[config.mk]
export PLATFORM = sky130hd
export DESIGN_NAME = nx_boot_loader_flat
export DESIGN_NICKNAME = d
export VERILOG_FILES = /design/src/rtl/nx_boot_loader_if.sv /design/src/rtl/nx_boot_loader.sv /design/src/flat_wrapper.sv
export SDC_FILE = /design/constraint.sdc
export NUM_CORES = 1
export LEC_CHECK = 0
export ABC_AREA = 0
export CELL_PAD_IN_SITES_DETAIL_PLACEMENT = 0
export CELL_PAD_IN_SITES_GLOBAL_PLACEMENT = 1
export CORE_MARGIN = 1
export CORE_UTILIZATION = 30
export DETAILED_ROUTE_END_ITERATION = 6
export MAX_ROUTING_LAYER = met4
export PLACE_DENSITY_LB_ADDON = 0.1
export SLEW_MARGIN = 20
export SYNTH_ARGS = -nofsm -noshare
export SYNTH_HDL_FRONTEND = slang
export SYNTH_SLANG_ARGS = --single-unit
[constraint.sdc]
create_clock -name clk -period 2.2 [get_ports clk]
set_input_delay 0.44 -clock clk [delete_from_list [all_inputs] [get_ports clk]]
set_output_delay 0.44 -clock clk [all_outputs]
set_load 0.02 [all_outputs]
[src/rtl/nx_boot_loader_if.sv]
// Load-stream port bundle for nx_boot_loader: valid/ready beats carrying channel, address and data.
// The master drives beats; the slave (the loader) returns s_ready.
interface nx_boot_loader_if #(
  parameter int DATA_W = 32,
  parameter int ADDR_W = 32,
  parameter int NUM_CH = 3
) ();
  localparam int CH_W = (NUM_CH > 1) ? $clog2(NUM_CH) : 1;

  logic              s_valid;
  logic              s_ready;
  logic [CH_W-1:0]   s_ch;
  logic [ADDR_W-1:0] s_addr;
  logic [DATA_W-1:0] s_data;
  logic              s_last;

  modport master (output s_valid, s_ch, s_addr, s_data, s_last, input s_ready);
  modport slave  (input s_valid, s_ch, s_addr, s_data, s_last, output s_ready);
endinterface

[src/rtl/nx_boot_loader.sv]
// Boot loader: streams beats into inst RAM / data RAM / regfile, then releases core reset after a delay.
// Optional feature NX_BOOT_LOADER_CHECKSUM_EN adds an exp_sum input and a sticky sum_err output.
module nx_boot_loader #(
  parameter int DATA_W      = 32,
  parameter int ADDR_W      = 32,
  parameter int NUM_CH      = 3,
  parameter int RF_CH       = 2,
  parameter int RELEASE_CYC = 4,
  parameter int CNT_W       = 16
) (
  input  logic               clk,
  input  logic               rst,
  input  logic               load_start,
  nx_boot_loader_if.slave    s,
  output logic [NUM_CH-1:0]  wen,
  output logic [ADDR_W-1:0]  waddr,
  output logic [DATA_W-1:0]  wdata,
  output logic               core_rst,
  output logic               load_done,
  output logic               load_err,
  output logic [CNT_W-1:0]   beat_cnt
`ifdef NX_BOOT_LOADER_CHECKSUM_EN
  ,
  input  logic [DATA_W-1:0]  exp_sum,
  output logic               sum_err
`endif
);

  typedef enum logic [1:0] {IDLE, LOAD, HOLD, RUN} state_t;

  state_t              state_q, state_d;
  logic [7:0]          cnt_q, cnt_d;
  logic [NUM_CH-1:0]   wen_q, wen_d;
  logic [ADDR_W-1:0]   waddr_q, waddr_d;
  logic [DATA_W-1:0]   wdata_q, wdata_d;
  logic [CNT_W-1:0]    beat_cnt_q, beat_cnt_d;
  logic                load_err_q, load_err_d;
  logic                accept, ch_bad, rf_x0, keep, enter_load;

  function automatic logic [CNT_W-1:0] sat_inc(input logic [CNT_W-1:0] v);
    return (&v) ? v : v + 1'b1;
  endfunction

  function automatic logic [7:0] sat_dec(input logic [7:0] v);
    return (v == 8'd0) ? v : v - 8'd1;
  endfunction

  always_comb begin
    accept     = s.s_valid && (state_q == LOAD);
    ch_bad     = int'(s.s_ch) >= NUM_CH;
    // Writes to x0 are silently discarded; the register is hardwired to zero.
    rf_x0      = (int'(s.s_ch) == RF_CH) && (s.s_addr[4:0] == 5'd0);
    keep       = accept && !ch_bad && !rf_x0;
    enter_load = load_start && ((state_q == IDLE) || (state_q == RUN));

    state_d    = state_q;
    cnt_d      = cnt_q;
    waddr_d    = waddr_q;
    wdata_d    = wdata_q;
    beat_cnt_d = beat_cnt_q;
    load_err_d = load_err_q;
    wen_d      = '0;

    for (int i = 0; i < NUM_CH; i++) begin
      wen_d[i] = keep && (int'(s.s_ch) == i);
    end

    if (accept) begin
      waddr_d = s.s_addr;
      wdata_d = s.s_data;
    end

    case (state_q)
      IDLE, RUN: begin
        if (enter_load) begin
          state_d    = LOAD;
          beat_cnt_d = '0;
          load_err_d = 1'b0;
        end
      end
      LOAD: begin
        if (accept) begin
          beat_cnt_d = sat_inc(beat_cnt_q);
          if (ch_bad) load_err_d = 1'b1;
          if (s.s_last) begin
            state_d = HOLD;
            cnt_d   = 8'(RELEASE_CYC);
          end
        end
      end
      HOLD: begin
        cnt_d = sat_dec(cnt_q);
        if (cnt_q <= 8'd1) state_d = RUN;
      end
      default: state_d = IDLE;
    endcase
  end

  always_ff @(posedge clk) begin
    if (rst) begin
      state_q    <= IDLE;
      cnt_q      <= '0;
      wen_q      <= '0;
      waddr_q    <= '0;
      wdata_q    <= '0;
      beat_cnt_q <= '0;
      load_err_q <= 1'b0;
    end else begin
      state_q    <= state_d;
      cnt_q      <= cnt_d;
      wen_q      <= wen_d;
      waddr_q    <= waddr_d;
      wdata_q    <= wdata_d;
      beat_cnt_q <= beat_cnt_d;
      load_err_q <= load_err_d;
    end
  end

  assign s.s_ready = (state_q == LOAD);
  assign wen       = wen_q;
  assign waddr     = waddr_q;
  assign wdata     = wdata_q;
  assign core_rst  = (state_q != RUN);
  assign load_done = (state_q == RUN);
  assign load_err  = load_err_q;
  assign beat_cnt  = beat_cnt_q;

`ifdef NX_BOOT_LOADER_CHECKSUM_EN
  logic [DATA_W-1:0] sum_q, sum_d;
  logic              sum_err_q, sum_err_d;

  // The verdict includes the final beat, so it is ready on the first HOLD cycle.
  always_comb begin
    sum_d     = sum_q;
    sum_err_d = sum_err_q;
    if (enter_load) begin
      sum_d     = '0;
      sum_err_d = 1'b0;
    end else if (accept) begin
      if (keep) sum_d = sum_q + s.s_data;
      if (s.s_last) sum_err_d = (sum_d != exp_sum);
    end
  end

  always_ff @(posedge clk) begin
    if (rst) begin
      sum_q     <= '0;
      sum_err_q <= 1'b0;
    end else begin
      sum_q     <= sum_d;
      sum_err_q <= sum_err_d;
    end
  end

  assign sum_err = sum_err_q;
`endif

endmodule

[src/flat_wrapper.sv]
// flat-port wrapper written by rule: the top's interface ports become plain ports
module nx_boot_loader_flat 
#(
  parameter int DATA_W      = 32,
  parameter int ADDR_W      = 32,
  parameter int NUM_CH      = 3,
  parameter int RF_CH       = 2,
  parameter int RELEASE_CYC = 4,
  parameter int CNT_W       = 16
)
  (clk, rst, load_start, wen, waddr, wdata, core_rst, load_done, load_err, beat_cnt, s_s_valid, s_s_ch, s_s_addr, s_s_data, s_s_last, s_s_ready);
  nx_boot_loader_if #(.DATA_W(DATA_W), .ADDR_W(ADDR_W), .NUM_CH(NUM_CH)) s_i ();
  input  logic clk;
  input  logic rst;
  input  logic load_start;
  output logic [NUM_CH-1:0] wen;
  output logic [ADDR_W-1:0] waddr;
  output logic [DATA_W-1:0] wdata;
  output logic core_rst;
  output logic load_done;
  output logic load_err;
  output logic [CNT_W-1:0] beat_cnt;
  input wire logic [$bits(s_i.s_valid)-1:0] s_s_valid;
  input wire logic [$bits(s_i.s_ch)-1:0] s_s_ch;
  input wire logic [$bits(s_i.s_addr)-1:0] s_s_addr;
  input wire logic [$bits(s_i.s_data)-1:0] s_s_data;
  input wire logic [$bits(s_i.s_last)-1:0] s_s_last;
  output wire logic [$bits(s_i.s_ready)-1:0] s_s_ready;
  assign s_i.s_valid = s_s_valid;
  assign s_i.s_ch = s_s_ch;
  assign s_i.s_addr = s_s_addr;
  assign s_i.s_data = s_s_data;
  assign s_i.s_last = s_s_last;
  assign s_s_ready = s_i.s_ready;
  nx_boot_loader #(.DATA_W(DATA_W), .ADDR_W(ADDR_W), .NUM_CH(NUM_CH), .RF_CH(RF_CH), .RELEASE_CYC(RELEASE_CYC), .CNT_W(CNT_W)) u_core (.clk(clk), .rst(rst), .load_start(load_start), .s(s_i), .wen(wen), .waddr(waddr), .wdata(wdata), .core_rst(core_rst), .load_done(load_done), .load_err(load_err), .beat_cnt(beat_cnt));
endmodule
## Word-level counts from Yosys, hierarchy flattened

Cells that the tools add are included.
W data, S select, Z words.

- Register bits after elaboration: 94
- Output and inout bits: 87
- Bits of input ports: 71
- Logic and storage cells: 64

- Reduce and logical (&&, ||, !) cells: 23
- Multiplexer cells: 17
- Magnitude comparators: 2
- Equal/unequal tests: 13
- Add/subtract/negate cells: 2

Operators by type and width:

| cell | count |
|---|---|
| $mux W16 | 3 |
| $pmux W16 S2 | 1 |
| $mux W8 | 3 |
| $add A16 B1 Y16 const B | 1 |
| $pmux W8 S2 | 1 |
| $reduce_and A16 Y1 | 1 |
| $reduce_and A4 Y1 | 4 |
| $eq A2 B2 Y1 const B | 4 |
| $le A8 B1 Y1 const B | 1 |
| $logic_and A1 B1 Y1 | 8 |
| $logic_not A8 Y1 | 1 |
| $mux W2 | 4 |
| $ne A2 B1 Y1 const B | 4 |
| $ne A2 B2 Y1 const B | 4 |
| $sub A8 B1 Y8 const B | 1 |
| $pmux W2 S3 | 1 |
| $logic_not A5 Y1 | 1 |
| $logic_not A2 Y1 | 2 |
| $reduce_bool A2 Y1 | 2 |
| $mux W1 | 3 |
| $eq A2 B1 Y1 const B | 1 |
| $ge A2 B2 Y1 const B | 1 |
| $logic_not A1 Y1 | 2 |
| $pmux W1 S2 | 1 |
| other kinds (2) | 2 |

## Logic depth before layout (Yosys ltp)

- Depth after elaboration: 5
- Gate-level depth with buffers: 9
- Gate-level depth less buffers: 7

## Worst setup path before layout

OpenSTA, ideal clock, no wires.

- Path kind: reg2reg
- Start: reg u_core.state_q[1]
- End: reg u_core.beat_cnt_q[6] (netlist: u_core.beat_cnt[6])
- Setup slack: 240 ps
- Period minus slack after synthesis: 1,960 ps
- Arrival: 1,845 ps
- Setup time: 115 ps
- Data required time: 2,085 ps
- Cell stages (with the launch flop): 9
- Buffers on the path: 1
- Cells stage by stage: dfxtp_1 inv_1 ha_1 nand2b_1 a22o_1 buf_2 nor4b_4 o22ai_1 a21bo_2

- Elaborated cells between the ends (all ways): 13
- Classes of those cells: 5 x eq/ne; 1 x mux; 7 x reduce/logical

RTL lines:

| element | RTL line | RTL |
|---|---|---|
| start, declared | nx_boot_loader.sv:31 | `state_t state_q, state_d;` |
| start signal, assigned | nx_boot_loader.sv:109 | `state_q <= state_d;` |
| $eq A2 B1 Y1 (*) | - |  |
| net s_s_ready | flat_wrapper.sv:28 | `output wire logic [$bits(s_i.s_ready)-1:0] s_s_ready;` |
| $logic_and A1 B1 Y1 | nx_boot_loader.sv:49 | `accept = s.s_valid && (state_q == LOAD);` |
| $ne A2 B1 Y1 (no line) | - |  |
| $reduce_and A4 Y1 (no line) | - |  |
| end signal, assigned | nx_boot_loader.sv:114 | `beat_cnt_q <= beat_cnt_d;` |
| end, declared | nx_boot_loader.sv:36 | `logic [CNT_W-1:0] beat_cnt_q, beat_cnt_d;` |

The timed path passes the listed nets; every way through them passes the cells marked *.
A chain may end at the register's enable or synchronous reset.

## Final worst setup path

- Start: reg u_core.state_q[0]
- End: out s_s_ready

- Cells in the longest elaborated chain, start to end: 1

RTL lines:

| element | RTL line | RTL |
|---|---|---|
| $eq A2 B1 Y1 | nx_boot_loader.sv:119 | `assign s.s_ready = (state_q == LOAD);` |
| end, declared | flat_wrapper.sv:28 |  |

No other way between the ends.

==> impl_metrics.tcl <==
set metrics [dict create \
    outcome "complete, no violations" \
    antennaDiodeCount 0 \
    tightest_slew_ns 0.739 \
    worstSetupPathType "reg2out" \
    synth_area_per_cell_um2 8.06 \
    antenna_found_initial 0 \
    cell_internal_pwr_mw 3.95 \
    drtAntennaViolNets 0 \
    drt_iter0_drc 164 \
    hp-class "in2reg" \
    cts_buffer_depth 2 \
    io_buffer_count 157 \
    gr-total-overflow 0 \
    final_nets 714 \
    clk_pin_slew_ns 0.07 \
    slew_violations 0 \
    cap_violations 0 \
    critPathLaunch "u_core.state_q[0]" \
    setup_viol 0 \
    regArea_um2 1880 \
    async_reset_ff_share_pct 0 \
    start_kind "register" \
    synth_cell_types 49 \
    power_frac_comb_pct 40.7 \
    route.detailed.drc 0 \
    syn_nets 555 \
    track_usage_pct 17.8 \
    power_switching_share_pct 36.0 \
    ir_drop_v 0.000407 \
    multi_input_comb_area_um2 1830 \
    cts_max_level 3 \
    cp-end-kind "output pin" \
    pwr_density_cell_nw_per_um2 1030 \
    cts_made_buffers 9 \
    timing.rr.start "u_core.state_q[0]" \
    p_total_mw 6.18 \
    drive_gt1_share_pct 7.79 \
    core_um2 12600 \
    start_util_pct 30.7 \
    dpl_worst_slack_ns -0.0762 \
    cp_cell_sequence "ha_2 -> clkdlybuf4s50_1" \
    vias_per_cell 4.64 \
    synth-seq-cells 94 \
    grt_pass1_vias 3600 \
    io_pins 158 \
    layout_common_cells "clkdlybuf4s50_1 (156), nand2_1 (141), dfxtp_1 (93)" \
    die_w_um 115 \
    critPathTopFamily "buffers and inverters" \
    gp_congestion 0.801 \
    path_buf_inv 1 \
    grt_max_degree 67 \
    min_period_ns 2.05 \
    worstSkewPairLatency_ns 0.34 \
    synth-main-ff-cell "dfxtp_1" \
    fin_crit_sh_pct 93.0 \
    seqPwrFrac_pct 35.0 \
    grt_pass1_wl_um 17700 \
    hpwlAfterDp_um 7930 \
    cpMaxStageDelayCell "clkdlybuf4s50_1" \
    cts_tree "yes" \
    synth_edf_count 0 \
    yosysWarnings 0 \
    crit_arrival_ns 1.61 \
    first_pass_iters 4 \
    synth_cells 478 \
    yosysSeqAreaShare_pct 48.8 \
    vias 3777 \
    ctsRootBufferMaster "clkbuf_16" \
    fin_setup_tns_ns 0 \
    finalWorstSetupSlack_ns 0.153 \
    fp.dieH_um 115 \
    hold_start "rst" \
    wire_per_inst_um 13.9 \
    max_stage_delay_ns 0.62 \
    clkSinkCount 94 \
    rows 41 \
    crit_fanout 7 \
    slew_headroom_pct 50.7 \
    synth_area_um2 3850 \
    hold_violations 0 \
    p_switching_mw 2.23 \
    wirelength_um 11300 \
    power_leakage_nw 2.08 \
    fillers 1238 \
    syn_to_final_growth_pct 55.1 \
    placed_area_um2 5670 \
    fin_worst_skew_ns 0.00624 \
    die_area_um2 13300 \
    mostFrequentLayoutCell "clkdlybuf4s50_1" \
    post-route-cell-area_um2 5980 \
    fmax_mhz 489 \
    rsz0062_at_grt "false" \
    required_ns 1.76 \
    pwr-share-clk_pct 24.3 \
]
==> sequential cells by signal (all words and copies together) (netlist names) <==
signal           count
u_core.beat_cnt     16
u_core.cnt_q         8
u_core.load_err      1
u_core.state_q       2
u_core.waddr        32
u_core.wdata        32
u_core.wen           3
==> power groups by stage <==
| stage | Sequential [mW] | Combinational (mW) | Clock (mW) |
|---|---|---|---|
| finish | 2.16 | 2.51 | 1.50 |
| global route | 2.20 | 2.77 | 1.63 |
| CTS | 2.16 | 2.51 | 1.56 |
| detailed placement | 2.19 | 2.49 | 0 |
| global placement | 2.19 | 2.48 | 0 |
| floorplan | 2.40 | 1.26 | 0 |
==> final cells by class <==
class	instances	share of cell area (%)
Sequential cell	94	31.5
Multi-Input combinational cell	346	30.6
Timing Repair Buffer	176	28.8
Clock buffer	12	4.29
Tap cell	172	3.60
Inverter	10	0.628
Clock inverter	4	0.523
==> metal layers <==
layer,vias up,track usage (%),share of wire [%]
li1,1938,-,-
met4,0,7.79,1.7
met5,-,-,0
met3,12,5.22,6.8
met2,103,27.8,47
met1,1724,21.2,44
==> worst paths after layout <==
path / end / slack, ns / cells past startpoint
max reg2reg: u_core.beat_cnt[15] / 0.20 / 7
min reg2reg: u_core.wdata[16] / 0.45 / 2
min: u_core.beat_cnt[2] / 0.45 / 2
max: s_s_ready / 0.15 / 2
==> stage by stage <==
stage          utilization [%]  hold slack (ns)  std cells
2_1_floorplan                -            0.469        478
3_3_place_gp              45.1            0.441        798
3_5_place_dp              45.1            0.447        798
4_1_cts                   47.4            0.449        814
5_1_grt                   47.6            0.471        814
6_report                  47.6            0.451        814
==> cells in the mapped netlist, types with 3 or more instances <==
cell type / number / area, um^2
o21ai_0: 7 / 35.0
nor3_1: 5 / 25.0
nand2_1: 142 / 533
nand4_1: 6 / 37.5
xnor2_1: 5 / 43.8
nor4_1: 4 / 25.0
inv_1: 10 / 37.5
nand2b_1: 5 / 31.3
ha_1: 6 / 75.1
nor2_1: 24 / 90.1
or4_1: 4 / 30.0
a21oi_1: 79 / 395
dfxtp_1: 94 / 1880
clkbuf_1: 16 / 60.1
nand3_1: 10 / 50.1
xor2_1: 4 / 35.0
buf_2: 9 / 45.0
and2_1: 4 / 25.0
a31oi_1: 3 / 18.8
and3_1: 4 / 25.0
==> logic make-up (layout without fill, tap and decap cells) <==
kind of cell / count (synthesis) / in the layout / synth area share (%)
buffers and inverters: 38 / 202 / 4.09
AND/OR/NAND/NOR: 223 / 223 / 27.0
adder cells (fa/ha/maj): 6 / 6 / 1.95
XOR/XNOR: 9 / 9 / 2.05
flip-flops: 94 / 94 / 48.8
AO/OA/AOI/OAI: 107 / 107 / 15.8
multiplexers: 1 / 1 / 0.260
==> timing repair <==
action,CTS,global route
gates resized for setup,0,3
hold buffers,0,0
endpoints found under the hold margin,0,0
setup endpoints to repair,0,2
buffers inserted,0,0
Note: power is estimated with default switching activity, not from simulation.
==> variant, RTL diff (same flow settings) <==
`ADDR_W` is set to 32 in 3 places; all go to 64.
--- a/src/rtl/nx_boot_loader_if.sv
+++ b/src/rtl/nx_boot_loader_if.sv
@@ -2,7 +2,7 @@
 // The master drives beats; the slave (the loader) returns s_ready.
 interface nx_boot_loader_if #(
   parameter int DATA_W = 32,
-  parameter int ADDR_W = 32,
+  parameter int ADDR_W = 64,
   parameter int NUM_CH = 3
 ) ();
   localparam int CH_W = (NUM_CH > 1) ? $clog2(NUM_CH) : 1;
--- a/src/rtl/nx_boot_loader.sv
+++ b/src/rtl/nx_boot_loader.sv
@@ -2,7 +2,7 @@
 // Optional feature NX_BOOT_LOADER_CHECKSUM_EN adds an exp_sum input and a sticky sum_err output.
 module nx_boot_loader #(
   parameter int DATA_W      = 32,
-  parameter int ADDR_W      = 32,
+  parameter int ADDR_W      = 64,
   parameter int NUM_CH      = 3,
   parameter int RF_CH       = 2,
   parameter int RELEASE_CYC = 4,
--- a/src/flat_wrapper.sv
+++ b/src/flat_wrapper.sv
@@ -2,7 +2,7 @@
 module nx_boot_loader_flat 
 #(
   parameter int DATA_W      = 32,
-  parameter int ADDR_W      = 32,
+  parameter int ADDR_W      = 64,
   parameter int NUM_CH      = 3,
   parameter int RF_CH       = 2,
   parameter int RELEASE_CYC = 4,
Ports: changed (resized s_s_addr and waddr); port bits go from 158 to 222. The function was not compared with the original's and may differ.
==> variant against the original RTL <==
- power grew 31%
- final area grew 33%
- die area increased by 26%
- sequential cell count is 32 higher
- clock power increased by 72%
- synthesized area grew 27%
- setup slack got worse by 0.063 ns
- wire length rose by 34%
- via count rose by 31%
- first-iteration DRC count is 47% higher
- largest cell class unchanged
- highest routed layer unchanged
==> variant: results (changes against the original RTL) <==
stage	metric	value	unit	change
outcome	run status	completed		
setup_path	Worst Path Max Fanout	6		-1
placement	placed cell area	7390	µm²	+30%
global_route	met1 Use GR	21.6	%	+0.40 points
placement	global placer's final weighted congestion	0.828		+3.3%
global_route	largest net degree at the start of global routing	102		+52%
synth	Seq/Total Area, Yosys	51.6	%	+2.7 points
hold_path	Hold Path Class	in2reg		
clock_tree	Skew-Pair Late Insertion Delay	0.40	ns	+0.06 ns
cells_and_area	Nets	942		+32%
global_route	Global Route Usage Sum	18.5	%	+0.68 points
global_route	vias in the first global route	4608		+28%
pwr	Pint	5.47	mW	+38%
drt	routed wire length	15.1	mm	+34%
synth	main flop type after synthesis	dfxtp_1		
setup_path	Crit path arrival time	2.44	ns	+0.83 ns
synth	most frequent cells after synthesis	nand2_1, dfxtp_1, a21oi_1, clkbuf_1, nor2_1		
timing	max_slew headroom	59.6	%	+8.9 points
drt	Initial DRT Pass Iterations	4		unchanged
clock_tree	htree depth	4		+1
drt	vias	4932		+31%
synth	top post-synthesis cells by area	dfxtp_1, nand2_1, a21oi_1		
clock_tree	Max clock buf depth	2		unchanged
clock_tree	Clock Pin Slew Worst Setup and Hold Paths	0.05	ns	-0.02 ns
global_route	antenna violations before repair	0		unchanged
placement	post-DP HPWL	10.5	mm	+32%
cells_and_area	antenna cells	0		unchanged
global_route	GR Util met2	29.7	%	+1.9 points
global_route	global-route wire length before repair	23.2	mm	+31%
setup_path	r2r setup slk	0.09	ns	-0.11 ns
placement	Cells after DPL	1030		+29%
synth	syn nets	725		+31%
placement	pre-CTS setup slack	-0.116	ns	-0.0403 ns
pwr	Lkg Pwr	2.82	nW	+36%
pwr	Peak VDD IR	0.000555	V	+36%
synth	fraction of synthesized cell area taken by the top area cell type	51.6	%	+2.7 points
synth	Avg Synthesized Cell Area	7.94	µm²	-1.5%
placement	Port Buffers	221		+41%
clock_tree	clk root buf	clkbuf_16		
drt	Via-to-Cell Ratio	4.65		+0.18%
cells_and_area	max reg flops	64		
timing	final worst path period need	2.11	ns	+0.0629 ns
global_route	met3 usage	5.82	%	+0.60 points
clock_tree	CTS Buf Count	17		+8
cells_and_area	layout cells sized above 1	6.75	%	-1.0 points
drt	DR iter-0 viols	241		+47%
timing	Hold Violations, Final	0		unchanged
timing	Worst Skew	0.00476	ns	-0.00147 ns
-- variant: metrics by stage --
step,utilization [%],hold slack (ns)
2_1_floorplan,-,0.514
3_3_place_gp,46.5,0.441
3_5_place_dp,46.5,0.446
4_1_cts,50.0,0.295
5_1_grt,50.1,0.319
6_report,50.1,0.323
-- variant: repair_timing --
action / in CTS / in global routing
resized for setup: 3 / 4
endpoints found under the setup margin: 1 / 4
cloned: 0 / 0
-- variant: cell type report --
cell class | count | area [µm²]
clock buffers | 24 | 482
clock inverters | 7 | 62.6
fillers | 1553 | 7920
inverters | 12 | 45.0
multi-input cells | 442 | 2220
flip-flops and latches | 126 | 2520
well taps | 216 | 270
repair buffers | 234 | 2360
-- variant: power by group through the flow --
| stage | Clock, mW | Combinational, mW | Sequential, mW |
|---|---|---|---|
| floorplan | 0 | 1.26 | 3.13 |
| global placement | 0 | 2.67 | 2.84 |
| detailed placement | 0 | 2.70 | 2.86 |
| CTS | 2.67 | 2.74 | 2.82 |
| global route | 2.77 | 2.99 | 2.86 |
| finish | 2.58 | 2.72 | 2.81 |
-- variant: worst paths after layout --
| path | startpoint | to | cells past startpoint |
|---|---|---|---|
| setup / recovery | u_core.state_q[0] | u_core.beat_cnt[15] | 7 |
| hold / removal | rst | u_core.cnt_q[2] | 2 |
| setup reg to reg | u_core.state_q[0] | u_core.beat_cnt[15] | 7 |
| hold reg to reg | u_core.waddr[0] | u_core.waddr[0] | 2 |
-- variant: kinds of logic after synthesis --
kind of cell | count (synthesis) | share of synthesized area [%]
AND/OR/NAND/NOR | 286 | 25.3
AO/OA/AOI/OAI | 138 | 15.6
flip-flops | 126 | 51.6
buffers and inverters | 48 | 3.79
XOR/XNOR | 9 | 1.61
adder cells (fa/ha/maj) | 6 | 1.53
multiplexers | 3 | 0.614
-- variant: critical path, stage by stage (launching register included) --
cell,delay (ns)
dfxtp_1,0.42
inv_1,0.07
ha_1,0.40
nor2b_4,0.22
o21ai_2,0.07
a21o_1,0.16
or4_1,0.51
a21oi_1,0.17
-- variant: layer usage --
metal	routed length [µm]	up-vias	share of wire, %
met4	207	0	1.4
met3	1210	17	8.0
met1	6500	2243	43
met5	0	-	0
met2	7180	181	48
li1	-	2491	-
